<file path="src/rtl/ahb_lite_pkg.sv">
// Shared AHB-Lite encodings and master identifiers for the arbiter slice.
package ahb_lite_pkg;

  typedef enum logic [1:0] {
    HTRANS_IDLE   = 2'b00,
    HTRANS_BUSY   = 2'b01,
    HTRANS_NONSEQ = 2'b10,
    HTRANS_SEQ    = 2'b11
  } htrans_e;

  localparam logic HRESP_OKAY  = 1'b0;
  localparam logic HRESP_ERROR = 1'b1;

  localparam logic [2:0] HSIZE_BYTE  = 3'b000;
  localparam logic [2:0] HSIZE_HALF  = 3'b001;
  localparam logic [2:0] HSIZE_WORD  = 3'b010;
  localparam logic [2:0] HSIZE_DWORD = 3'b011;

  typedef enum logic {
    MST_M0 = 1'b0,
    MST_M1 = 1'b1
  } master_e;

  // NONSEQ and SEQ both have HTRANS[1] set; IDLE and BUSY do not.
  function automatic logic htrans_req(input logic [1:0] trans);
    return trans[1];
  endfunction

endpackage

</file>
<file path="src/rtl/ahb_grant_fsm.sv">
// Address-phase / data-phase ownership tracker for the two-master arbiter.
module ahb_grant_fsm
  import ahb_lite_pkg::*;
#(
  parameter int unsigned PARK_M = 0
) (
  input  logic    HCLK,
  input  logic    HRESETn,
  input  logic    req0,
  input  logic    req1,
  input  logic    owner_idle,
  input  logic    HREADY,
  output master_e addr_own,
  output master_e data_own,
  output logic    data_act
);

  localparam master_e PARK = (PARK_M == 0) ? MST_M0 : MST_M1;

  master_e addr_own_q, addr_own_d;
  master_e data_own_q, data_own_d;
  logic    data_act_q, data_act_d;
  logic    owner_req;
  logic    other_req;

  // Ownership registers; reset abandons any outstanding transfer.
  always_ff @(posedge HCLK) begin
    if (!HRESETn) begin
      addr_own_q <= PARK;
      data_own_q <= PARK;
      data_act_q <= 1'b0;
    end else begin
      addr_own_q <= addr_own_d;
      data_own_q <= data_own_d;
      data_act_q <= data_act_d;
    end
  end

  // Advance the data phase on HREADY; hand the address phase over only when
  // the owner is IDLE, so bursts and BUSY beats are never split.
  always_comb begin
    addr_own_d = addr_own_q;
    data_own_d = data_own_q;
    data_act_d = data_act_q;
    owner_req  = (addr_own_q == MST_M1) ? req1 : req0;
    other_req  = (addr_own_q == MST_M1) ? req0 : req1;
    if (HREADY) begin
      data_own_d = addr_own_q;
      data_act_d = owner_req;
      if (owner_idle && other_req) begin
        addr_own_d = (addr_own_q == MST_M0) ? MST_M1 : MST_M0;
      end
    end
  end

  assign addr_own = addr_own_q;
  assign data_own = data_own_q;
  assign data_act = data_act_q;

endmodule

</file>
<file path="src/rtl/ahb_lite_master_arbiter.sv">
// Two-master AHB-Lite arbiter: M0 = CPU, M1 = accelerator/DMA.
module ahb_lite_master_arbiter
  import ahb_lite_pkg::*;
#(
  parameter int unsigned ADDR_W = 32,
  parameter int unsigned DATA_W = 32,
  parameter int unsigned PARK_M = 0
) (
  input  logic              HCLK,
  input  logic              HRESETn,
  input  logic [ADDR_W-1:0] M0_HADDR,
  input  logic [1:0]        M0_HTRANS,
  input  logic              M0_HWRITE,
  input  logic [2:0]        M0_HSIZE,
  input  logic [DATA_W-1:0] M0_HWDATA,
  output logic              M0_HREADY,
  output logic              M0_HRESP,
  input  logic [ADDR_W-1:0] M1_HADDR,
  input  logic [1:0]        M1_HTRANS,
  input  logic              M1_HWRITE,
  input  logic [2:0]        M1_HSIZE,
  input  logic [DATA_W-1:0] M1_HWDATA,
  output logic              M1_HREADY,
  output logic              M1_HRESP,
  output logic [DATA_W-1:0] HRDATA_M,
  output logic [ADDR_W-1:0] HADDR,
  output logic [1:0]        HTRANS,
  output logic              HWRITE,
  output logic [2:0]        HSIZE,
  output logic [DATA_W-1:0] HWDATA,
  input  logic [DATA_W-1:0] HRDATA,
  input  logic              HREADY,
  input  logic              HRESP,
  output logic              GNT
);

  master_e addr_own;
  master_e data_own;
  logic    data_act;
  logic    req0;
  logic    req1;
  logic    owner_idle;

  assign req0 = htrans_req(M0_HTRANS);
  assign req1 = htrans_req(M1_HTRANS);

  ahb_grant_fsm #(
    .PARK_M (PARK_M)
  ) u_grant (
    .HCLK       (HCLK),
    .HRESETn    (HRESETn),
    .req0       (req0),
    .req1       (req1),
    .owner_idle (owner_idle),
    .HREADY     (HREADY),
    .addr_own   (addr_own),
    .data_own   (data_own),
    .data_act   (data_act)
  );

  // Address/control mux follows the address-phase owner.
  always_comb begin
    HADDR  = M0_HADDR;
    HTRANS = M0_HTRANS;
    HWRITE = M0_HWRITE;
    HSIZE  = M0_HSIZE;
    if (addr_own == MST_M1) begin
      HADDR  = M1_HADDR;
      HTRANS = M1_HTRANS;
      HWRITE = M1_HWRITE;
      HSIZE  = M1_HSIZE;
    end
    owner_idle = (HTRANS == HTRANS_IDLE);
  end

  // Write data follows the data-phase owner, one beat behind the address.
  always_comb begin
    HWDATA = (data_own == MST_M1) ? M1_HWDATA : M0_HWDATA;
  end

  // Owner sees the slave's HREADY; a requesting non-owner is stalled.
  always_comb begin
    M0_HREADY = 1'b1;
    M1_HREADY = 1'b1;
    if (addr_own == MST_M0) M0_HREADY = HREADY;
    else if (req0)          M0_HREADY = 1'b0;
    if (addr_own == MST_M1) M1_HREADY = HREADY;
    else if (req1)          M1_HREADY = 1'b0;
  end

  // Responses reach only the master with a live data phase.
  always_comb begin
    M0_HRESP = HRESP_OKAY;
    M1_HRESP = HRESP_OKAY;
    if (data_act && data_own == MST_M0) M0_HRESP = HRESP;
    if (data_act && data_own == MST_M1) M1_HRESP = HRESP;
  end

  assign HRDATA_M = HRDATA;
  assign GNT      = (addr_own == MST_M1);

endmodule

</file>
<file path="config.mk">
export PLATFORM = sky130hd
export DESIGN_NAME = ahb_lite_master_arbiter
export DESIGN_NICKNAME = d
export VERILOG_FILES = /design/src/rtl/ahb_lite_pkg.sv /design/src/rtl/ahb_grant_fsm.sv /design/src/rtl/ahb_lite_master_arbiter.sv
export SDC_FILE = /design/constraint.sdc
export NUM_CORES = 1
export LEC_CHECK = 0
export BUFFER_PORTS_ARGS = -buffer_cell sky130_fd_sc_hd__buf_2
export CAP_MARGIN = 20
export CORE_AREA = 2 2 108 110
export DETAILED_ROUTE_END_ITERATION = 8
export DIE_AREA = 0 0 110 112
export PLACE_DENSITY = 0.59
export REMOVE_ABC_BUFFERS = 1
export SLEW_MARGIN = 20
export SYNTH_ARGS = -nofsm -noshare
export SYNTH_HDL_FRONTEND = slang
export SYNTH_SLANG_ARGS = --single-unit
</file>
<file path="constraint.sdc">
create_clock -name HCLK -period 1.4 [get_ports HCLK]
set_input_delay 0.14 -clock HCLK [delete_from_list [all_inputs] [get_ports HCLK]]
set_output_delay 0.14 -clock HCLK [all_outputs]
set_load 0.02 [all_outputs]
</file>
== After elaboration in Yosys (flattened, before gate mapping) ==
Cells that the tools add are included.
Word-level totals
  bits in registers: 3
  output and inout bits: 107
  input bits: 176
  word-level logic and storage cells: 23
Cells by class
  multiplexer cells: 14
  bitwise gates (word level): 1
  reductions and logical operators: 5
Operators by type and width (number)
  32-bit two-way mux: 2
  1-bit two-way mux: 10
  1-bit logical AND: 3
  3-bit two-way mux: 1
  2-bit zero test: 1
  2-bit two-way mux: 1
  2-bit AND reduction: 1
  1-bit NOT: 1

== Logic depth before layout (Yosys ltp) ==
Gate-level depths: netlist of run 1.
  word-level depth: 4
  gate-level depth with buffers: 5
  depth with buffers taken out: 3

== Hierarchy ==
A second synthesis of run 1 with hierarchy kept.
Unflattened totals
  cell total of the unflattened synthesis: 131
  area, all modules: 1576.5 µm²
By module, submodules not included
  ahb_lite_master_arbiter: cells an instance 120, times used 1, area each 1458.9 µm², seq. area each 0.0 µm²
  ahb_grant_fsm: cells an instance 11, times used 1, area each 117.6 µm², seq. area each 60.1 µm²

== Least setup slack after synthesis of run 1 ==
No wires, ideal clock.
  path type: register to output
  from: reg u_grant.addr_own_q (netlist: u_grant.addr_own)
  to: out M1_HREADY
  path buffers: 2
  data arrival time: 1.205 ns
  cell stages (with the launch flop): 4
  path slack: 0.055 ns
  required time: 1.260 ns
  cells stage by stage: dfxtp_1 -> buf_6 -> buf_6 -> mux2i_1
Between the ends
  longest elaborated chain between the ends: 1
RTL lines
  start: declaration: line ahb_grant_fsm.sv:20  | master_e addr_own_q, addr_own_d;
  start signal: assignment: line ahb_grant_fsm.sv:33  | addr_own_q <= addr_own_d;
  1-bit two-way mux: line ahb_lite_master_arbiter.sv:87  | if (addr_own == MST_M1) M1_HREADY = HREADY;
  end: declaration: line ahb_lite_master_arbiter.sv:23  | output logic M1_HREADY,
No other way between the ends.

== Worst setup path after layout of run 1 ==
  from: reg u_grant.addr_own_q (netlist: u_grant.addr_own)
  to: out HADDR[2]
Between the ends
  longest elaborated chain between the ends: 1
RTL lines
  32-bit two-way mux: line ahb_lite_master_arbiter.sv:67  | if (addr_own == MST_M1) begin
  end: declaration: line ahb_lite_master_arbiter.sv:26  | output logic [ADDR_W-1:0] HADDR,
No other way between the ends.

==> results.cfg, run 1 <==
[logic_synthesis]
ys_ff_latch = 3
synth_area_leader_cell = mux2_4
ys_top_cells_by_area = mux2_4, buf_4, mux2_2, buf_6, buf_12
synth_cell_types = 19
ys_seq_area_share_pct = 3.87
netlist_instances = 135
synth_area_um2 = 1550
synth_area_per_cell_um2 = 11.5
ys.warnings.count = 0
yosys.area.top_type_share_pct = 59.1

[power_and_ir_drop]
p_per_area_nw_per_um2 = 452
power_mw = 1.46
power_frac_comb_pct = 62.7
internal_power_mw = 1.00
p_seq_share_pct = 6.2
power_leakage_nw = 1.70
ir_drop_mv = 0.305
swShare_pct = 31.1
clkPwrFrac_pct = 31.1
switchingPower_mw = 0.453

[routing]
first_pass_iters = 4
wl_um = 7320
drt_iter0_drc = 17
routedWlPerCell_um = 15.4
drcViolationCount = 0
final_antenna_net_count = 0
vias = 1844
viasPerCell = 3.89

[die]
die-height_um = 112
num_io_pins = 283
core_um2 = 11200
die-area_um2 = 12300
fp-row-count = 39
start_util_pct = 13.9
die_x_um = 110

[place]
routabilityCongestion = 0.722
dp_cells = 458
portBuffers = 218
dp_slack_ns = 0.103
dp_hpwl_um = 5530

[clock_tree]
cts.root.buffer_cell = clkbuf_16
clk_latency_ns = 0.22
cts_htree_levels = 1
cts_tree = yes
cts.clk_slew.worst_paths_ns = 0.03
clock_sinks = 3
numCtsBuffers = 3
clockBufferDepth = 2

[sta]
fin_crit_ns = 1.45
final_max_slew_viol_count = 0
tightest_slew_ns = 0.305
slew_headroom_pct = 79.3
period_share_pct = 104
max_freq_mhz = 688
setup_slack_ns = -0.0540
worst_clock_skew_ns = 0.000696
finalHoldViolations = 0
setup_violations = 50
rsz0062_at_grt = yes

[worst_hold_path]
hold_class = in2reg
hold-path-endpoint = u_grant.data_own
hp-start = HRESETn
whs_path_depth = 2

[run]
cap_violations = 0

[critical_path]
start_kind = register
end_kind = output pin
r2r_end = u_grant.addr_own
cp_max_fo = 5
reg2reg_depth = 5
reg2reg_setup_slack_ns = 0.27
worstPathArrival_ns = 1.31
r2r_start = u_grant.addr_own
required_ns = 1.26
crit_type = reg2out

[cells_and_area]
seq_area_um2 = 67.6
fillerInstances = 1169
layout.cells.non_filler = 474
nNetsFinal = 508
multi_input_area_um2 = 1140
utilization_pct = 28.9
area_delta_synth_final_pct = 108
layout-drive-gt1-share_pct = 94.9
diodes = 0

[global_route]
grt_overflow = 0
grt_max_degree = 17
grt_pass1_wl_um = 8630
grtUsageTotal_pct = 9.38
grt_pass1_vias = 1750
antenna_found_initial = 0

[status]
violations = setup timing
status = finished, violations left
-- layout make-up --
class,count,area share [%]
clock buffers,4,2.44
inverters,2,0.233
multi-input cells,87,35.3
flip-flops and latches,3,2.09
well taps,143,5.54
repair buffers,235,54.4
-- cell usage in the layout (no fill, tap or decap), drive strengths merged --
master and n:
inv 2, mux2 68, nand2b 1, buf 232, nor2b 1, mux2i 2, and3 1, dfxtp 3
o311ai 1, o21ai 2, clkbuf 7, a21oi 1, a31oi 2, nand2 5, nor2 3
-- synthesized netlist by cell type --
cell / instances
nand2_1: 4
o21ai_0: 2
dfxtp_1: 3
mux2_4: 61
inv_1: 2
buf_6: 6
buf_12: 3
mux2_2: 7
nand2_2: 1
buf_2: 1
o311ai_1: 1
a31oi_1: 2
mux2i_1: 2
buf_4: 33
nand2b_1: 1
a21oi_1: 1
and3_1: 1
nor2_1: 3
nor2b_1: 1
-- per-layer routing --
layer	part of all wire, %	vias to the layer above	global-route usage (%)	wire [um]
met4	0.26	0	1.35	19
met1	33	793	9.70	2430
met2	47	212	16.1	3420
met5	0	-	0	0
met3	20	2	6.09	1450
li1	-	837	-	-
-- how the worst max path moves through the flow --
stage | startpoint | to | slack [ns] | depth (start not counted)
global route | u_grant.data_own | HWDATA[0] | -0.09 | 3
detailed placement | u_grant.addr_own | HADDR[29] | 0.10 | 3
CTS | u_grant.data_own | HWDATA[0] | -0.07 | 3
floorplan | u_grant.addr_own | HTRANS[0] | -1.20 | 1
global placement | u_grant.data_own | HWDATA[1] | 0.14 | 3
finish | u_grant.addr_own | HADDR[2] | -0.05 | 4
-- registers in the layout, summed over array words and instances (netlist names) --
| register | cells |
|---|---|
| u_grant.data_act | 1 |
| u_grant.addr_own | 1 |
| u_grant.data_own | 1 |
-- cells by family after synthesis --
group                  count (synthesis)  share of synthesized area [%]
buffers and inverters                 45                           25.0
DFF                                    3                           3.87
muxes                                 70                           65.5
AOI/OAI and AO/OA                      6                           2.34
and+or+nand+nor                       11                           3.31
-- per-stage QoR --
step	TNS [ns]	hold slack (ns)	area (um2)
2_1_floorplan	-58.52	0.240	1170
3_3_place_gp	0	0.280	2520
3_5_place_dp	0	0.280	2520
4_1_cts	-2.54	0.172	2830
5_1_grt	-3.60	0.188	3230
6_report	-1.60	0.166	3230
-- power groups by stage --
stage               clock [mW]  combinational [mW]  sequential, mW
finish                   0.454               0.914          0.0903
floorplan                    0               0.384           0.108
detailed placement           0               0.733          0.0944
global placement             0               0.724          0.0941
CTS                      0.462               0.791          0.0922
global route             0.471               0.971          0.0907
-- critical path: stages, from the launching register on --
cell and delay (ns):
dfxtp_4 0.38, buf_12 0.13, clkbuf_16 0.15, mux2_4 0.30
buf_6 0.13
-- repair_timing --
item | CTS | global route
setup buffers | 4 | 2
endpoints found under the setup margin | 68 | 71
hold buffers | 0 | 0
cloned | 3 | 3
gates resized for setup | 42 | 92
Power figures use the tool's default switching activity.
==> run 2: changes to the inputs <==
Settings changed: CORE_AREA 2 2 108 110 to 5 5 105 107, PLACE_DENSITY 0.59 to 0.64.
==> run 2 against run 1 <==
Compared with the run above:
- the run still ends with setup timing left
- die area unchanged
- routed wire length increased by 1.2%
- global-route usage increased by 0.86 points
- first-iteration DRC count increased to 3.1 times the previous value
- sequential cell count unchanged
- critical path depth decreased by 1
- core utilization increased by 0.16 points
- critical path type unchanged
- highest routed layer is now met5
==> results.cfg, run 2 (synthesis results as in run 1) <==
[die]
start_util_pct = 15.4
die-area_um2 = 12300
core_um2 = 10000
die_x_um = 110
num_io_pins = 283
fp-row-count = 37
die-height_um = 112

[global_route]
grtUsageTotal_pct = 10.2
antenna_found_initial = 0
grt_overflow = 0
grt_pass1_wl_um = 9750
grt_max_degree = 26
grt_pass1_vias = 1900

[cells_and_area]
final_cell_mix = buf_2, mux2_4, buf_6, nand2_1
final_common_cell = buf_2
layout.cells.non_filler = 456
area_delta_synth_final_pct = 88.1
nNetsFinal = 497
utilization_pct = 29.0
design_area_um2 = 2920
diodes = 0
layout-drive-gt1-share_pct = 93.1

[routing]
dr_wl_met2_um = 3530
drt-met1-wl_um = 2460
met3_length_um = 1370
wl_um = 7410
first_pass_iters = 2
drt_iter0_drc = 53
viasPerCell = 3.89
top_layer_used = met5
final_antenna_net_count = 0
routedWlPerCell_um = 16.2
vias = 1775
drcViolationCount = 0

[place]
routabilityCongestion = 0.769
dp_slack_ns = 0.149
dp_cells = 449
portBuffers = 218
dp_hpwl_um = 6180
dpl_cell_area_um2 = 2490

[power_and_ir_drop]
switchingPower_mw = 0.425
power_frac_comb_pct = 71.5
clkPwrFrac_pct = 20.9
swShare_pct = 35.4
power_leakage_nw = 1.57
internal_power_mw = 0.775
p_seq_share_pct = 7.6
ir_drop_mv = 0.178
p_per_area_nw_per_um2 = 411
power_mw = 1.20

[sta]
max_freq_mhz = 693
fin_setup_tns_ns = -0.560
finalHoldViolations = 0
worst_clock_skew_ns = 0.00354
rsz0062_at_grt = yes
timing.hold.ws_ns = 0.189
setup_violations = 31
period_share_pct = 103
tightest_slew_ns = 0.254
final_max_slew_viol_count = 0
fin_crit_ns = 1.44
setup_slack_ns = -0.0420
slew_headroom_pct = 82.8

[clock_tree]
clockBufferDepth = 2
cts_htree_levels = 1
cts.clk_slew.worst_paths_ns = 0.03
cts.root.buffer_cell = clkbuf_8
ctsHoldBuffers = 0
clock_sinks = 3
numCtsBuffers = 3
clk_latency_ns = 0.22
cts_tree = yes

[critical_path]
required_ns = 1.26
max_stage_delay_ns = 0.42
critPathSlowestCell = dfxtp_4
cp_max_fo = 17
worstPathArrival_ns = 1.30
path_cells = buf_16 > mux2_4 > buf_2
crit_type = reg2out
start_kind = register
end_kind = output pin

[status]
violations = setup timing
status = finished, violations left

[run]
cap_violations = 0

[worst_hold_path]
hold_class = in2reg
[run 2: cell types whose count changed in the layout (fill, tap and decap cells not counted), moves of 2 or more]
cell | previous run | this run
buf_2 | 160 | 173
buf_4 | 6 | 1
clkbuf_16 | 6 | 1
buf_8 | 2 | 0
clkbuf_8 | 0 | 3
buf_6 | 57 | 44
[run 2: routing by layer]
metal,vias to the layer above,track usage [%]
met5,-,2.94
met4,2,0.998
met3,4,6.09
met2,201,18.5
met1,756,10.1
li1,812,-
[run 2: what timing repair did]
item                                    4_1_cts  5_1_grt
cloned                                        2        1
setup buffers                                 0        0
resized for setup                            44       53
endpoints found under the hold margin         0        0
endpoints found under the setup margin       67       68
[run 2: layout make-up]
cell class,instances,area [um2]
timing repair buffer,224,1510
tap,136,170
clock buffer,4,45.0
inverter,2,7.51
fill,1046,7130
sequential,3,67.6
multi-input combinational,87,1120
[run 2: power by group through the flow]
stage,sequential [mW],combinational [mW],clock [mW]
floorplan,0.108,0.384,0
global placement,0.0941,0.730,0
detailed placement,0.0942,0.741,0
CTS,0.0910,0.796,0.256
global route,0.0920,0.914,0.271
finish,0.0909,0.858,0.251
[run 2: final timing paths]
check        cells past startpoint  slack [ns]               end             start
max                              3       -0.04         HWDATA[4]  u_grant.data_own
min                              3        0.19  u_grant.data_act           HRESETn
max reg2reg                      4        0.41  u_grant.addr_own  u_grant.addr_own
min reg2reg                      2        0.57  u_grant.data_act  u_grant.data_act
[run 2: critical path, delay by kind of cell (launching register included)]
kind	cells	cell delay, ns
flops	1	0.42
buf+inv	2	0.35
mux	1	0.31
==> run 3: changes to the inputs <==
Settings changed: ABC_AREA set to 1, CELL_PAD_IN_SITES_DETAIL_PLACEMENT set to 0, CELL_PAD_IN_SITES_GLOBAL_PLACEMENT set to 1, CORE_AREA 5 5 105 107 to not set, CORE_ASPECT_RATIO set to 0.8, CORE_MARGIN set to 5, CORE_UTILIZATION set to 12, DIE_AREA 0 0 110 112 to not set, PLACE_DENSITY 0.64 to 0.92.
==> run 3 against run 2 <==
Compared with the run above:
- the run now ends clean
- largest power group unchanged
- setup slack improved by 0.15 ns
- maximum frequency increased by 11%
- register-to-register slack got worse by 0.03 ns
- sequential share of layout area increased by 0.23 points
- via count increased by 30%
==> results.cfg, run 3 <==
[logic_synthesis]
synth_area_leader_cell = nand2_1
async_reset_ff_share_pct = 0
synth_commonest_cells = nand2_1, buf_4, nand2_2
ys_ff_latch = 3
ys_top_cells_by_area = nand2_1, buf_4, nand2_2, dfxtp_1, buf_6
synth_area_per_cell_um2 = 4.75
synth_edf_count = 0
synth_area_um2 = 1370
ys.warnings.count = 0
synth_cell_types = 16
synth_top_flop_cell = dfxtp_1
netlist_instances = 289
yosys.area.top_type_share_pct = 55.2
synth.most_common_cell = nand2_1
ys_seq_area_share_pct = 4.38

[critical_path]
reg2reg_setup_slack_ns = 0.38
r2r_end = u_grant.addr_own
r2r_start = u_grant.addr_own
worstPathArrival_ns = 1.16
path_common_cell = nand2_1
max_stage_delay_ns = 0.33
critPathSlowestCell = dfxtp_2
path_cells = inv_2 > buf_12 > nand2_1 > nand2_1 > buf_2
reg2reg_depth = 7
critPathCapture = HADDR[31]
required_ns = 1.26
cp_max_fo = 33
crit_type = reg2out
end_kind = output pin
start_kind = register
critical_path.startpoint = u_grant.addr_own

[die]
start_util_pct = 12.1
fp-row-count = 35
die_x_um = 130
core_um2 = 11300
die-height_um = 106
num_io_pins = 283
die-area_um2 = 13700

[routing]
final_antenna_net_count = 0
first_pass_iters = 4
vias = 2300
wl_um = 7330
viasPerCell = 3.73
routedWlPerCell_um = 11.9
drcViolationCount = 0
drt_iter0_drc = 74

[sta]
worst_clock_skew_ns = 0.00174
fin_crit_ns = 1.30
tightest_slew_ns = 0.189
period_share_pct = 92.6
finalHoldViolations = 0
slew_headroom_pct = 87.3
rsz0062_at_grt = no
timing.hold.ws_ns = 0.166
final_max_slew_viol_count = 0
max_freq_mhz = 771
setup_violations = 0

[cells_and_area]
layout-drive-gt1-share_pct = 52.1
final_common_cell = buf_2
design_area_um2 = 2450
layout.cells.non_filler = 616
diodes = 0
utilization_pct = 21.6
area_delta_synth_final_pct = 78.9
nNetsFinal = 645
final_cell_mix = buf_2, nand2_1, nand2_2, inv_1

[place]
routabilityCongestion = 0.694
dp_cells = 612
dp_hpwl_um = 6420
dpl_cell_area_um2 = 2370
portBuffers = 218

[global_route]
antenna_found_initial = 0
grt_pass1_wl_um = 10200
grtUsageTotal_pct = 9.53
grt_max_degree = 38
grt_overflow = 0
grt_pass1_vias = 2194

[clock_tree]
cts_htree_levels = 1
clockBufferDepth = 2
numCtsBuffers = 3
ctsHoldBuffers = 0
clk_latency_ns = 0.22
cts_tree = yes
clock_sinks = 3
cts.clk_slew.worst_paths_ns = 0.03
cts.root.buffer_cell = clkbuf_16

[power_and_ir_drop]
power_frac_comb_pct = 61.2
power_leakage_nw = 1.64
ir_drop_mv = 0.356
power_mw = 1.40
clkPwrFrac_pct = 32.0
p_seq_share_pct = 6.8
switchingPower_mw = 0.576
p_per_area_nw_per_um2 = 570
internal_power_mw = 0.822
swShare_pct = 41.2

[status]
status = finished clean

[run]
cap_violations = 0

[worst_hold_path]
hold_class = in2reg
[run 3: cell types whose count changed in the layout (fill, tap and decap cells not counted), moves of 3 or more]
cell,before,now
nand2_1,4,202
nor2_1,3,0
nand2_2,1,11
mux2_2,3,0
inv_1,2,10
mux2_4,65,0
clkbuf_8,3,0
buf_2,173,218
buf_6,44,0
[run 3: stage by stage]
step / setup slack (ns) / setup TNS, ns
after floorplan: -0.821 / -33.88
after global placement: 0.271 / 0
after detailed placement: 0.258 / 0
after CTS: 0.0205 / 0
after global routing: 0.0245 / 0
final: 0.104 / 0
[run 3: worst min-delay path by stage]
| stage | to | cells past startpoint | slack, ns | start |
|---|---|---|---|---|
| after floorplan | u_grant.data_own | 2 | 0.27 | HRESETn |
| after global placement | HRDATA_M[23] | 0 | 0.28 | HRDATA[23] |
| after detailed placement | HRDATA_M[23] | 0 | 0.28 | HRDATA[23] |
| after CTS | u_grant.addr_own | 3 | 0.17 | HRESETn |
| after global routing | u_grant.addr_own | 3 | 0.18 | HRESETn |
| final | u_grant.addr_own | 3 | 0.17 | HRESETn |
[run 3: worst max-delay path, delay by kind of cell (launching register included)]
family                 cells  cell delay, ns
buffers and inverters      3            0.43
DFF                        1            0.33
and+or+nand+nor            2            0.16
[run 3: cell families after synthesis]
group,share of synthesized area (%)
AO/OA/AOI/OAI,2.83
buffers and inverters,30.4
flip-flops,4.38
AND/OR/NAND/NOR,62.4
[run 3: area by class of cell]
cell class              count  area (um2)
clock buffers               4        78.8
fillers                  1325        8890
inverters                  12        47.5
multi-input cells         225         895
flip-flops and latches      3        62.6
well taps                 148         185
repair buffers            224        1190
[run 3: repair_timing]
action                                  4_1_cts  5_1_grt
buffers inserted                              0        0
resized for setup                             0        3
endpoints found under the setup margin        0       26
[run 3: metal layers]
layer	up-vias	track usage (%)	wire length (um)
met5	-	4.71	49
met4	2	2.23	68
met3	4	6.38	1450
met2	190	14.1	2870
met1	925	11.0	2890
li1	1179	-	-
[run 3: power by group through the flow]
stage	clock network, mW	registers, mW	logic (mW)
after floorplan	0	0.114	0.417
after global placement	0	0.0957	0.862
after detailed placement	0	0.0958	0.864
after CTS	0.457	0.0948	0.867
after global routing	0.479	0.0961	0.945
final	0.447	0.0955	0.855
